**src/rtl/mips_pkg.sv**
```systemverilog
// Shared constants and encodings for the MIPS PC/control-flow sequencer.
package mips_pkg;

  localparam int unsigned XLEN     = 32;
  localparam int unsigned IMM_W    = 16;
  localparam int unsigned JIDX_W   = 26;

  localparam logic [XLEN-1:0] DEF_RESET_PC  = 32'h0000_3000;
  localparam logic [XLEN-1:0] DEF_EXIT_CODE = 32'd10;

  typedef enum logic {
    RUN  = 1'b0,
    HALT = 1'b1
  } state_e;

  typedef enum logic [2:0] {
    SEL_HOLD = 3'd0,
    SEL_SEQ  = 3'd1,
    SEL_JR   = 3'd2,
    SEL_J    = 3'd3,
    SEL_BR   = 3'd4
  } pc_sel_e;

  // Word-offset immediate to a sign-extended byte offset.
  function automatic logic [XLEN-1:0] br_offset(input logic [IMM_W-1:0] imm);
    return {{(XLEN-IMM_W-2){imm[IMM_W-1]}}, imm, 2'b00};
  endfunction

endpackage

```
**src/rtl/pc_unit_if.sv**
```systemverilog
// Decoder-to-sequencer bus: control flags and operands in, PC/status out.
interface pc_unit_if;
  logic        IsJR;
  logic        IsSyscall;
  logic        IsJ;
  logic        BranchTaken;
  logic [15:0] Imm16;
  logic [25:0] JTarget;
  logic [31:0] RsData;
  logic [31:0] V0;
  logic [31:0] A0;
  logic [31:0] PC;
  logic [31:0] PCPlus4;
  logic        Halted;
  logic [31:0] Disp;
  logic [31:0] CycleCnt;
  logic [31:0] InstrCnt;

  modport master (
    output IsJR, IsSyscall, IsJ, BranchTaken, Imm16, JTarget, RsData, V0, A0,
    input  PC, PCPlus4, Halted, Disp, CycleCnt, InstrCnt
  );

  modport slave (
    input  IsJR, IsSyscall, IsJ, BranchTaken, Imm16, JTarget, RsData, V0, A0,
    output PC, PCPlus4, Halted, Disp, CycleCnt, InstrCnt
  );
endinterface

```
**src/rtl/pc_next_mux.sv**
```systemverilog
// Combinational next-PC datapath: selects and computes the next PC from a select code.
module pc_next_mux
  import mips_pkg::*;
(
  input  pc_sel_e     sel_i,
  input  logic [31:0] pc_i,
  input  logic [31:0] pc_plus4_i,
  input  logic [31:0] rs_data_i,
  input  logic [25:0] j_target_i,
  input  logic [15:0] imm16_i,
  output logic [31:0] next_pc_c
);

  // Target computation per select; jr targets are forced word-aligned.
  always_comb begin
    next_pc_c = pc_i;
    case (sel_i)
      SEL_HOLD: next_pc_c = pc_i;
      SEL_SEQ:  next_pc_c = pc_plus4_i;
      SEL_JR:   next_pc_c = rs_data_i & ~32'h0000_0003;
      SEL_J:    next_pc_c = {pc_plus4_i[31:28], j_target_i, 2'b00};
      SEL_BR:   next_pc_c = pc_plus4_i + br_offset(imm16_i);
      default:  next_pc_c = pc_i;
    endcase
  end

endmodule

```
**src/rtl/pc_unit.sv**
```systemverilog
// PC register, RUN/HALT sequencer, syscall side effects and performance counters.
module pc_unit
  import mips_pkg::*;
#(
  parameter logic [31:0] RESET_PC  = DEF_RESET_PC,
  parameter logic [31:0] EXIT_CODE = DEF_EXIT_CODE
) (
  input logic       clk,
  input logic       rst,
  pc_unit_if.slave  bus
);

  state_e      state_q, state_d;
  logic [31:0] pc_q, pc_d;
  logic [31:0] disp_q, disp_d;
  logic [31:0] cyc_q, cyc_d;
  logic [31:0] instr_q, instr_d;
  pc_sel_e     pc_sel;
  logic [31:0] pc_plus4_c;
  logic [31:0] next_pc_c;

  assign pc_plus4_c = pc_q + 32'd4;

  pc_next_mux u_mux (
    .sel_i      (pc_sel),
    .pc_i       (pc_q),
    .pc_plus4_i (pc_plus4_c),
    .rs_data_i  (bus.RsData),
    .j_target_i (bus.JTarget),
    .imm16_i    (bus.Imm16),
    .next_pc_c  (next_pc_c)
  );

  // Next-state, select priority and side effects; HALT holds everything.
  always_comb begin
    state_d = state_q;
    pc_sel  = SEL_HOLD;
    disp_d  = disp_q;
    cyc_d   = cyc_q;
    instr_d = instr_q;
    if (state_q == RUN) begin
      cyc_d = cyc_q + 32'd1;
      if (bus.IsSyscall) begin
        if (bus.V0 == EXIT_CODE) begin
          state_d = HALT;
          pc_sel  = SEL_HOLD;
        end else begin
          pc_sel  = SEL_SEQ;
          disp_d  = bus.A0;
          instr_d = instr_q + 32'd1;
        end
      end else begin
        instr_d = instr_q + 32'd1;
        if (bus.IsJR)             pc_sel = SEL_JR;
        else if (bus.IsJ)         pc_sel = SEL_J;
        else if (bus.BranchTaken) pc_sel = SEL_BR;
        else                      pc_sel = SEL_SEQ;
      end
    end
    pc_d = next_pc_c;
  end

  // State, PC, display and counter registers with synchronous reset.
  always_ff @(posedge clk) begin
    if (rst) begin
      state_q <= RUN;
      pc_q    <= RESET_PC;
      disp_q  <= 32'd0;
      cyc_q   <= 32'd0;
      instr_q <= 32'd0;
    end else begin
      state_q <= state_d;
      pc_q    <= pc_d;
      disp_q  <= disp_d;
      cyc_q   <= cyc_d;
      instr_q <= instr_d;
    end
  end

  assign bus.PC       = pc_q;
  assign bus.PCPlus4  = pc_plus4_c;
  assign bus.Halted   = (state_q == HALT);
  assign bus.Disp     = disp_q;
  assign bus.CycleCnt = cyc_q;
  assign bus.InstrCnt = instr_q;

endmodule

```
**src/flat_wrapper.sv**
```systemverilog
// flat-port wrapper written by rule: the top's interface ports become plain ports
module pc_unit_flat import mips_pkg::*;
#(
  parameter logic [31:0] RESET_PC  = DEF_RESET_PC,
  parameter logic [31:0] EXIT_CODE = DEF_EXIT_CODE
)
  (clk, rst, bus_IsJR, bus_IsSyscall, bus_IsJ, bus_BranchTaken, bus_Imm16, bus_JTarget, bus_RsData, bus_V0, bus_A0, bus_PC, bus_PCPlus4, bus_Halted, bus_Disp, bus_CycleCnt, bus_InstrCnt);
  pc_unit_if bus_i ();
  input logic clk;
  input logic rst;
  input wire logic [$bits(bus_i.IsJR)-1:0] bus_IsJR;
  input wire logic [$bits(bus_i.IsSyscall)-1:0] bus_IsSyscall;
  input wire logic [$bits(bus_i.IsJ)-1:0] bus_IsJ;
  input wire logic [$bits(bus_i.BranchTaken)-1:0] bus_BranchTaken;
  input wire logic [$bits(bus_i.Imm16)-1:0] bus_Imm16;
  input wire logic [$bits(bus_i.JTarget)-1:0] bus_JTarget;
  input wire logic [$bits(bus_i.RsData)-1:0] bus_RsData;
  input wire logic [$bits(bus_i.V0)-1:0] bus_V0;
  input wire logic [$bits(bus_i.A0)-1:0] bus_A0;
  output wire logic [$bits(bus_i.PC)-1:0] bus_PC;
  output wire logic [$bits(bus_i.PCPlus4)-1:0] bus_PCPlus4;
  output wire logic [$bits(bus_i.Halted)-1:0] bus_Halted;
  output wire logic [$bits(bus_i.Disp)-1:0] bus_Disp;
  output wire logic [$bits(bus_i.CycleCnt)-1:0] bus_CycleCnt;
  output wire logic [$bits(bus_i.InstrCnt)-1:0] bus_InstrCnt;
  assign bus_i.IsJR = bus_IsJR;
  assign bus_i.IsSyscall = bus_IsSyscall;
  assign bus_i.IsJ = bus_IsJ;
  assign bus_i.BranchTaken = bus_BranchTaken;
  assign bus_i.Imm16 = bus_Imm16;
  assign bus_i.JTarget = bus_JTarget;
  assign bus_i.RsData = bus_RsData;
  assign bus_i.V0 = bus_V0;
  assign bus_i.A0 = bus_A0;
  assign bus_PC = bus_i.PC;
  assign bus_PCPlus4 = bus_i.PCPlus4;
  assign bus_Halted = bus_i.Halted;
  assign bus_Disp = bus_i.Disp;
  assign bus_CycleCnt = bus_i.CycleCnt;
  assign bus_InstrCnt = bus_i.InstrCnt;
  pc_unit #(.RESET_PC(RESET_PC), .EXIT_CODE(EXIT_CODE)) u_core (.clk(clk), .rst(rst), .bus(bus_i));
endmodule
```
**config.mk**
```make
export PLATFORM = sky130hd
export DESIGN_NAME = pc_unit_flat
export DESIGN_NICKNAME = d
export VERILOG_FILES = /design/src/rtl/mips_pkg.sv /design/src/rtl/pc_unit_if.sv /design/src/rtl/pc_next_mux.sv /design/src/rtl/pc_unit.sv /design/src/flat_wrapper.sv
export SDC_FILE = /design/constraint.sdc
export NUM_CORES = 1
export LEC_CHECK = 0
export ABC_AREA = 1
export CORE_UTILIZATION = 30
export CTS_CLUSTER_DIAMETER = 50
export DETAILED_ROUTE_END_ITERATION = 12
export PLACE_DENSITY = 0.62
export SYNTH_ARGS = -nofsm -noshare
export SYNTH_HDL_FRONTEND = slang
export SYNTH_HIERARCHICAL = 1
export SYNTH_SLANG_ARGS = --single-unit
```
**constraint.sdc**
```tcl
create_clock -name clk -period 7.1 [get_ports clk]
set_clock_uncertainty 0.1 [all_clocks]
set_input_delay 1.42 -clock clk [delete_from_list [all_inputs] [get_ports clk]]
set_output_delay 1.42 -clock clk [all_outputs]
set_load 0.005 [all_outputs]
```
# After elaboration in Yosys (flattened, before gate mapping)
# Cells that the tools add are included.
# totals
register_bits	129
# classes
addsub	4
eq_ne	6
muxes	12
n_bitwise	2
reduce_logical	3
# op_table
operator	n
32-bit one-hot mux with 4 select lines	1
32-bit by 1-bit adder with 32-bit output (second input constant)	2
32-bit 2-to-1 mux	2
32-bit by 3-bit adder with 32-bit output (second input constant)	1
32-bit adder	1
32-bit by 4-bit == test with 1-bit output (second input constant)	1
3-bit 2-to-1 mux	5
3-bit by 2-bit == test with 1-bit output (second input constant)	2
1-bit 2-to-1 mux	4
4-bit nonzero test	1
3-bit by 1-bit == test with 1-bit output (second input constant)	1
3-bit == test (second input constant)	1
3-bit AND reduction	1
2-bit != test (second input constant)	1
1-bit inverter	2
2-bit AND reduction	1

# Logic depth before layout (Yosys ltp)
# Gate-level depths: netlist of run 1.
# logic_depth
depth_word	7
mapped_depth	22
ltp_nobuf	22

# Modules after synthesis
# The synthesis of run 1 kept the hierarchy.
# modules_own_cells
mod	n_inst	cells_per_inst	area_each_um2
pc_unit	1	997	6540.0
pc_next_mux	1	646	3208.1

# Least setup slack after synthesis of run 1
# No wires, ideal clock.
# synth_timing
path_type	input to register
startpoint	input bus_V0[23]
endpoint	register u_core.pc_q[13], in the netlist u_core/bus.PC[13]
setup_ns	0.123
arrival_time_ns	3.291
path_slack_ns	3.586
path_stages	18
n_path_buf	2
cell_sequence	nor2_1 and2_1 nand2_1 nor2_1 nand2_1 nand2_2 buf_2 o21ai_0 inv_1 nor2_2 nand2_1 nand2_1 nor2_4 inv_2 buf_2 nor2_1 a31oi_1 or2_2
# synth_via
elab_chain_cells	6
elab_cells_between_ends	10
cone_classes	5 x eq/ne; 4 x mux; 1 x reduce/logical
# synth_rtl
element	line	rtl
start: declaration	flat_wrapper.sv:18	input wire logic [$bits(bus_i.V0)-1:0] bus_V0;
32-bit by 4-bit == test with 1-bit output *	pc_unit.sv:44	if (bus.V0 == EXIT_CODE) begin
1-bit 2-to-1 mux *	pc_unit.sv:44	
3-bit 2-to-1 mux *	pc_unit.sv:43	if (bus.IsSyscall) begin
3-bit 2-to-1 mux *	pc_unit.sv:41	if (state_q == RUN) begin
via u_core.pc_sel[0]	pc_unit.sv:18	pc_sel_e pc_sel;
3-bit == test (tied with other cells)	pc_next_mux.sv:17	case (sel_i)
32-bit one-hot mux with 4 select lines *	pc_next_mux.sv:17	
via u_core.next_pc_c[13]	pc_unit.sv:20	logic [31:0] next_pc_c;
end signal: assignment	pc_unit.sv:73	pc_q <= pc_d;
end: declaration	pc_unit.sv:14	logic [31:0] pc_q, pc_d;
# The timed path passes the listed nets; every way through them passes the cells marked *.
# A chain may end at the register's enable or synchronous reset.

# Worst setup path in the final report of run 1
# layout_timing
startpoint	register u_core.pc_q[2], in the netlist u_core/bus.PC[2]
endpoint	output bus_PCPlus4[26]
# layout_via
elab_chain_cells	1
# layout_rtl
element	line	rtl
32-bit by 3-bit adder with 32-bit output	pc_unit.sv:22	assign pc_plus4_c = pc_q + 32'd4;
end: declaration	flat_wrapper.sv:21	output wire logic [$bits(bus_i.PCPlus4)-1:0] bus_PCPlus4;
# Every way passes these cells.

==> results of run 1 <==
-- cells by family (layout without fill, tap and decap cells) --
logic type | after synthesis | count (layout) | synth area share
flip-flops | 129 | 129 | 0.265
adder cells (fa/ha/maj) | 33 | 33 | 0.0431
AND/OR/NAND/NOR | 988 | 988 | 0.439
AO/OA/AOI/OAI | 187 | 187 | 0.114
buffers and inverters | 278 | 572 | 0.114
XOR/XNOR | 28 | 28 | 0.0252
-- state kept, by name, summed over array words and instances (netlist names) --
signal               count
u_core/bus.PC           32
u_core/bus.CycleCnt     32
u_core/bus.InstrCnt     32
u_core/bus.Halted        1
u_core/bus.Disp         32
-- final timing paths --
kind,to,cells after the start
max reg2reg,u_core/bus.PC[29]$_SDFF_PP0_,15
max,bus_PCPlus4[26],6
min reg2reg,u_core/bus.Disp[7]$_SDFFE_PP0P_,2
min,u_core/bus.Disp[7]$_SDFFE_PP0P_,2
-- where the power goes --
group          total [W]  switching (W)  internal [W]  leakage (nW)
clock network   0.000865       0.000400      0.000465         0.277
logic           0.000618       0.000328      0.000290          4.47
registers       0.000802      0.0000450      0.000757          1.05
total            0.00229       0.000773       0.00151          5.81
-- layer usage --
layer / wire (um) / vias up / track usage / part of all wire
met5: 0 / - / 0 / 0
li1: - / 5794 / - / -
met4: 922 / 0 / 0.0790 / 0.025
met1: 15700 / 5201 / 0.265 / 0.43
met2: 18100 / 366 / 0.393 / 0.49
met3: 2160 / 51 / 0.0449 / 0.059
-- per-stage QoR --
step | setup slack [ns] | cells | utilization
3_5_place_dp | 2.16 | 2340 | 0.413
4_1_cts | 2.40 | 2372 | 0.431
3_3_place_gp | 2.20 | 2340 | 0.413
6_report | 2.45 | 2372 | 0.431
5_1_grt | 2.28 | 2372 | 0.431
2_1_floorplan | 3.59 | 1643 | -
-- worst min-delay path: cells and delay by family (launching register included) --
family        cells  cell delay, ns
flops             1            0.32
simple gates      2            0.13
-- cells in the mapped netlist, types with 19 or more instances --
cell / number / share of area
a21oi_1: 84 / 0.043
clkbuf_1: 19 / 0.0073
dfxtp_1: 129 / 0.26
ha_1: 32 / 0.041
inv_1: 219 / 0.084
nand2_1: 439 / 0.17
nand3_1: 108 / 0.055
nand4_1: 34 / 0.022
nor2_1: 313 / 0.12
nor3_1: 25 / 0.013
o21ai_0: 48 / 0.025
xor2_1: 20 / 0.018
-- layout by cell type, fill, tap and decap left out, types with 9 or more instances in the layout --
cell type        Yosys  final
a21oi_1             84     84
a32o_1              17     17
clkbuf_16            0     17
clkdlybuf4s50_1      0    301
dfxtp_1            129    129
ha_1                32     32
inv_1              219    219
inv_2               10     11
nand2_1            439    439
nand2_2             10     10
nand3_1            108    107
nand4_1             34     34
nor2_1             313    312
nor2_2              12     13
nor3_1              25     25
o21ai_0             48     48
or2_2                9      9
xor2_1              20     20
-- area by class of cell --
class                           count  area [sq um]  share of cell area
Clock buffer                       17           425              0.0311
Clock inverter                     15           148              0.0108
Inverter                          231           867              0.0633
Multi-Input combinational cell   1236          6060               0.442
Sequential cell                   129          2580               0.189
Tap cell                          435           544              0.0397
Timing Repair Buffer              309          3070               0.224
==> flow_summary.toml, run 1 <==
[status]
status = "completed"

[global_routing]
grt_use_total = 0.222
grt_pass1_vias = 11000
antenna_found_initial = 0
grt-ovfl-total = 0
grt_pass1_wl_um = 58100
grt_start_max_net_pins = 89

[setup_path]
crit_buf_inv = 1
crit_slowest_cell = "clkdlybuf4s50_1"
startpoint_type = "flip-flop"
critPathMaxFanout = 5
end_kind = "primary output"
slowest_delay_ns = 0.58
setup.worst_path.class = "flip-flop to primary output"
r2r_slack_ns = 3.26
arrival_ns = 3.13
r2r-start = "u_core/bus.PC[2]$_SDFF_PP0_"
crit_path_start = "u_core/bus.PC[2]$_SDFF_PP0_"
crit_chain = "ha_1, nand3_4, nor3_1, nand4_1, xor2_1, clkdlybuf4s50_1"
worstPathRequired_ns = 5.58
cp_top_family = "simple AND/OR/NAND/NOR gates"

[synth]
netlist-cell-type-count = 51
syn-num-nets = 1820
yosysWarnings = 6
ys_async_sr_fraction = 0
ys_seq_area_frac = 0.265
synthCells = 1643
synth_edf_count = 0
synth_top_flop_cell = "dfxtp_1"
ys_ff_latch = 129
synth_area_sq_um = 9750
syn_area_per_cell_sq_um = 5.93

[sta]
worstMarginPinSlew_ns = 1.25
setup_tns_ns = 0
relSlewSlack = 0.166
fmax_ghz = 0.215
min_period_over_period = 0.655
rsz0062_at_grt = "no"
hold_viol_final = 0
period_minus_slack_ns = 4.65
drv_slew = 0
setup_viol = 0
hold_slack_ns = 0.383

[route]
vias_per_cell = 4.81
vias = 11400
drc = 0
drt_pass1_iterations = 5
routedWlPerCell_um = 15.5
first_iter_violations = 678
drtAntennaViolNets = 0
drt_wl_total_um = 36900

[clock_tree]
clockRootBuffer = "clkbuf_16"
cts.htree.levels = 4
cts.sinks = 129
cts_tree = "built"
holdBufCountCts = 0
insertion_delay_ns = 0.42
clk_path_buf_depth = 2
cts_resized = 0
path_clk_slew_ns = 0.06
cts_made_buffers = 17
post-cts-setup-buffers = 0

[floorplan]
die_area_sq_um = 33200
design.core.area_sq_um = 31800
die_h_um = 182
die_x_um = 182
placementRows = 65
start_util = 0.307
pin_count = 305

[final_layout]
drive_gt1_frac = 0.0563
fillers = 3343
area_delta_synth_final_pct = 40.5
finalNetCount = 2101
diodes = 0
final_area_sq_um = 13700

[hold_path]
hp-start = "u_core/bus.Disp[7]$_SDFFE_PP0P_"
hold_path.class = "flip-flop to flip-flop"

[flow_run]
timing.max_cap.violations = 0

[placed_design]
placed_cell_area_sq_um = 13100
place_congestion = 0.907
hpwl_um = 28500
port_buffers = 302

[pwr]
peakVddDrop_v = 0.000133
total_power_w = 0.00229
cellLeakagePower_nw = 5.81
p_per_area_nw_per_um2 = 167
Power figures use the tool's default switching activity.
==> inputs of run 2 (changes only) <==
- PLACE_DENSITY: 0.62 -> 0.64
- clock period: 7.1 -> 4.1 ns (I/O delays scaled with it)
==> flow_summary.toml, run 2 (synthesis results as in run 1) <==
[global_routing]
antenna_found_initial = 1
grt_start_max_net_pins = 66
grt_pass1_vias = 10700
grt_pass1_wl_um = 56800
grt-ovfl-total = 0
grt_use_total = 0.217

[route]
drc = 0
routedWlPerCell_um = 15.4
drt_pass1_iterations = 7
first_iter_violations = 818
drt_wl_total_um = 36600
vias = 11600
vias_per_cell = 4.85
drtAntennaViolNets = 0

[final_layout]
final_common_cell = "nand2_1"
finalNetCount = 2115
layout.cells.non_filler = 2386
mostFrequentLayoutCells = "nand2_1, nor2_1, clkdlybuf4s50_1, inv_1, dfxtp_1"
drive_gt1_frac = 0.0630
diodes = 0
area_delta_synth_final_pct = 42.0
fillers = 3325

[clock_tree]
holdBufCountCts = 0
cts.sinks = 129
path_clk_slew_ns = 0.07
cts_tree = "built"
cts_resized = 0
clockRootBuffer = "clkbuf_16"
clk_path_buf_depth = 2
insertion_delay_ns = 0.43
cts.htree.levels = 4
cts_made_buffers = 17
post-cts-setup-buffers = 0

[pwr]
peakVddDrop_v = 0.000303
p_per_area_nw_per_um2 = 296
cellLeakagePower_nw = 5.90

[status]
status = "completed"

[sta]
fmax_ghz = 0.261
relSlewSlack = 0.320
setup_tns_ns = 0
drv_slew = 0
hold_viol_final = 0
worstMarginPinSlew_ns = 1.02
min_period_over_period = 0.936
setup_viol = 0
period_minus_slack_ns = 3.84
rsz0062_at_grt = "no"

[setup_path]
critPathMaxFanout = 5
r2r_slack_ns = 0.39
r2r-end = "u_core/bus.PC[30]$_SDFF_PP0_"
startpoint_type = "flip-flop"
worstPathRequired_ns = 3.18
end_kind = "primary output"
setup.worst_path.class = "flip-flop to primary output"
crit_path_start = "u_core/bus.PC[3]$_SDFF_PP0_"
reg2regPathDepth = 17
r2r-start = "u_core/bus.PC[10]$_SDFF_PP0_"
endpoint = "bus_PCPlus4[24]"
arrival_ns = 2.92

[floorplan]
placementRows = 65
die_area_sq_um = 33200
pin_count = 305
die_h_um = 182
die_x_um = 182
start_util = 0.307
design.core.area_sq_um = 31800

[placed_design]
port_buffers = 302
hpwl_um = 28800
placedCellCount = 2354
place_congestion = 0.925

[flow_run]
timing.max_cap.violations = 0

[hold_path]
hold_path.class = "flip-flop to flip-flop"
-- run 2: changes by cell type in the layout (fill, tap and decap cells not counted), sizes merged --
cell / previous run / this run
clkinv: 6 / 4
clkinvlp: 2 / 1
inv: 238 / 239
buf: 8 / 22
bufinv: 0 / 2
-- run 2: final cells by class --
| type | count | area [sq um] | area share |
|---|---|---|---|
| multi-input combinational | 1236 | 6060 | 0.438 |
| clock buffer | 17 | 425 | 0.0307 |
| tap | 435 | 544 | 0.0393 |
| inverter | 231 | 867 | 0.0626 |
| sequential | 129 | 2580 | 0.187 |
| clock inverter | 15 | 190 | 0.0137 |
| timing repair buffer | 323 | 3180 | 0.229 |
-- run 2: critical path, stage by stage, from the launching register on --
cell and delay (ns):
dfxtp_1 0.44, ha_1 0.28, nand3_4 0.15, nor2_4 0.16, nand2_4 0.08, nor2_4 0.15
nand3_4 0.11, nor2_4 0.15, xor2_1 0.39, clkdlybuf4s50_1 0.58
-- run 2: how the worst min path moves through the flow --
stage / start / endpoint / slack, ns / cells after the start
global placement: u_core/bus.Disp[14]$_SDFFE_PP0P_ / u_core/bus.Disp[14]$_SDFFE_PP0P_ / 0.36 / 2
detailed placement: u_core/bus.Disp[11]$_SDFFE_PP0P_ / u_core/bus.Disp[11]$_SDFFE_PP0P_ / 0.37 / 2
floorplan: u_core/bus.CycleCnt[13]$_SDFFE_PP0N_ / u_core/bus.CycleCnt[13]$_SDFFE_PP0N_ / 0.37 / 1
global route: u_core/bus.Disp[28]$_SDFFE_PP0P_ / u_core/bus.Disp[28]$_SDFFE_PP0P_ / 0.41 / 2
CTS: u_core/bus.Disp[11]$_SDFFE_PP0P_ / u_core/bus.Disp[11]$_SDFFE_PP0P_ / 0.39 / 2
finish: u_core/bus.Disp[10]$_SDFFE_PP0P_ / u_core/bus.Disp[10]$_SDFFE_PP0P_ / 0.38 / 2
-- run 2: routing by layer --
metal  part of all wire  global-route usage  vias up
met1               0.42               0.263     5303
li1                   -                   -     5830
met5            0.00033                   0        -
met4              0.019              0.0612        2
met2               0.49               0.388      385
met3              0.066              0.0427       52
-- run 2: report_power, final --
| part | leakage [nW] | total, W | switching, W | internal (W) |
|---|---|---|---|---|
| Sequential | 1.05 | 0.00138 | 0.0000724 | 0.00131 |
| Clock | 0.300 | 0.00163 | 0.000696 | 0.000930 |
| Combinational | 4.54 | 0.00109 | 0.000574 | 0.000512 |
| Total | 5.90 | 0.00409 | 0.00134 | 0.00275 |
-- run 2: stage by stage --
| stage | hold WS [ns] | setup WS, ns | power, W | cell area (sq um) | util |
|---|---|---|---|---|---|
| 4_1_cts | 0.386 | 0.247 | 0.00415 | 13800 | 0.435 |
| 5_1_grt | 0.405 | 0.141 | 0.00432 | 13800 | 0.435 |
| 3_3_place_gp | 0.363 | 0.410 | 0.00248 | 13200 | 0.416 |
| 2_1_floorplan | 0.370 | 1.19 | 0.00197 | 9750 | - |
| 6_report | 0.383 | 0.263 | 0.00409 | 13800 | 0.435 |
| 3_5_place_dp | 0.371 | 0.350 | 0.00249 | 13200 | 0.416 |
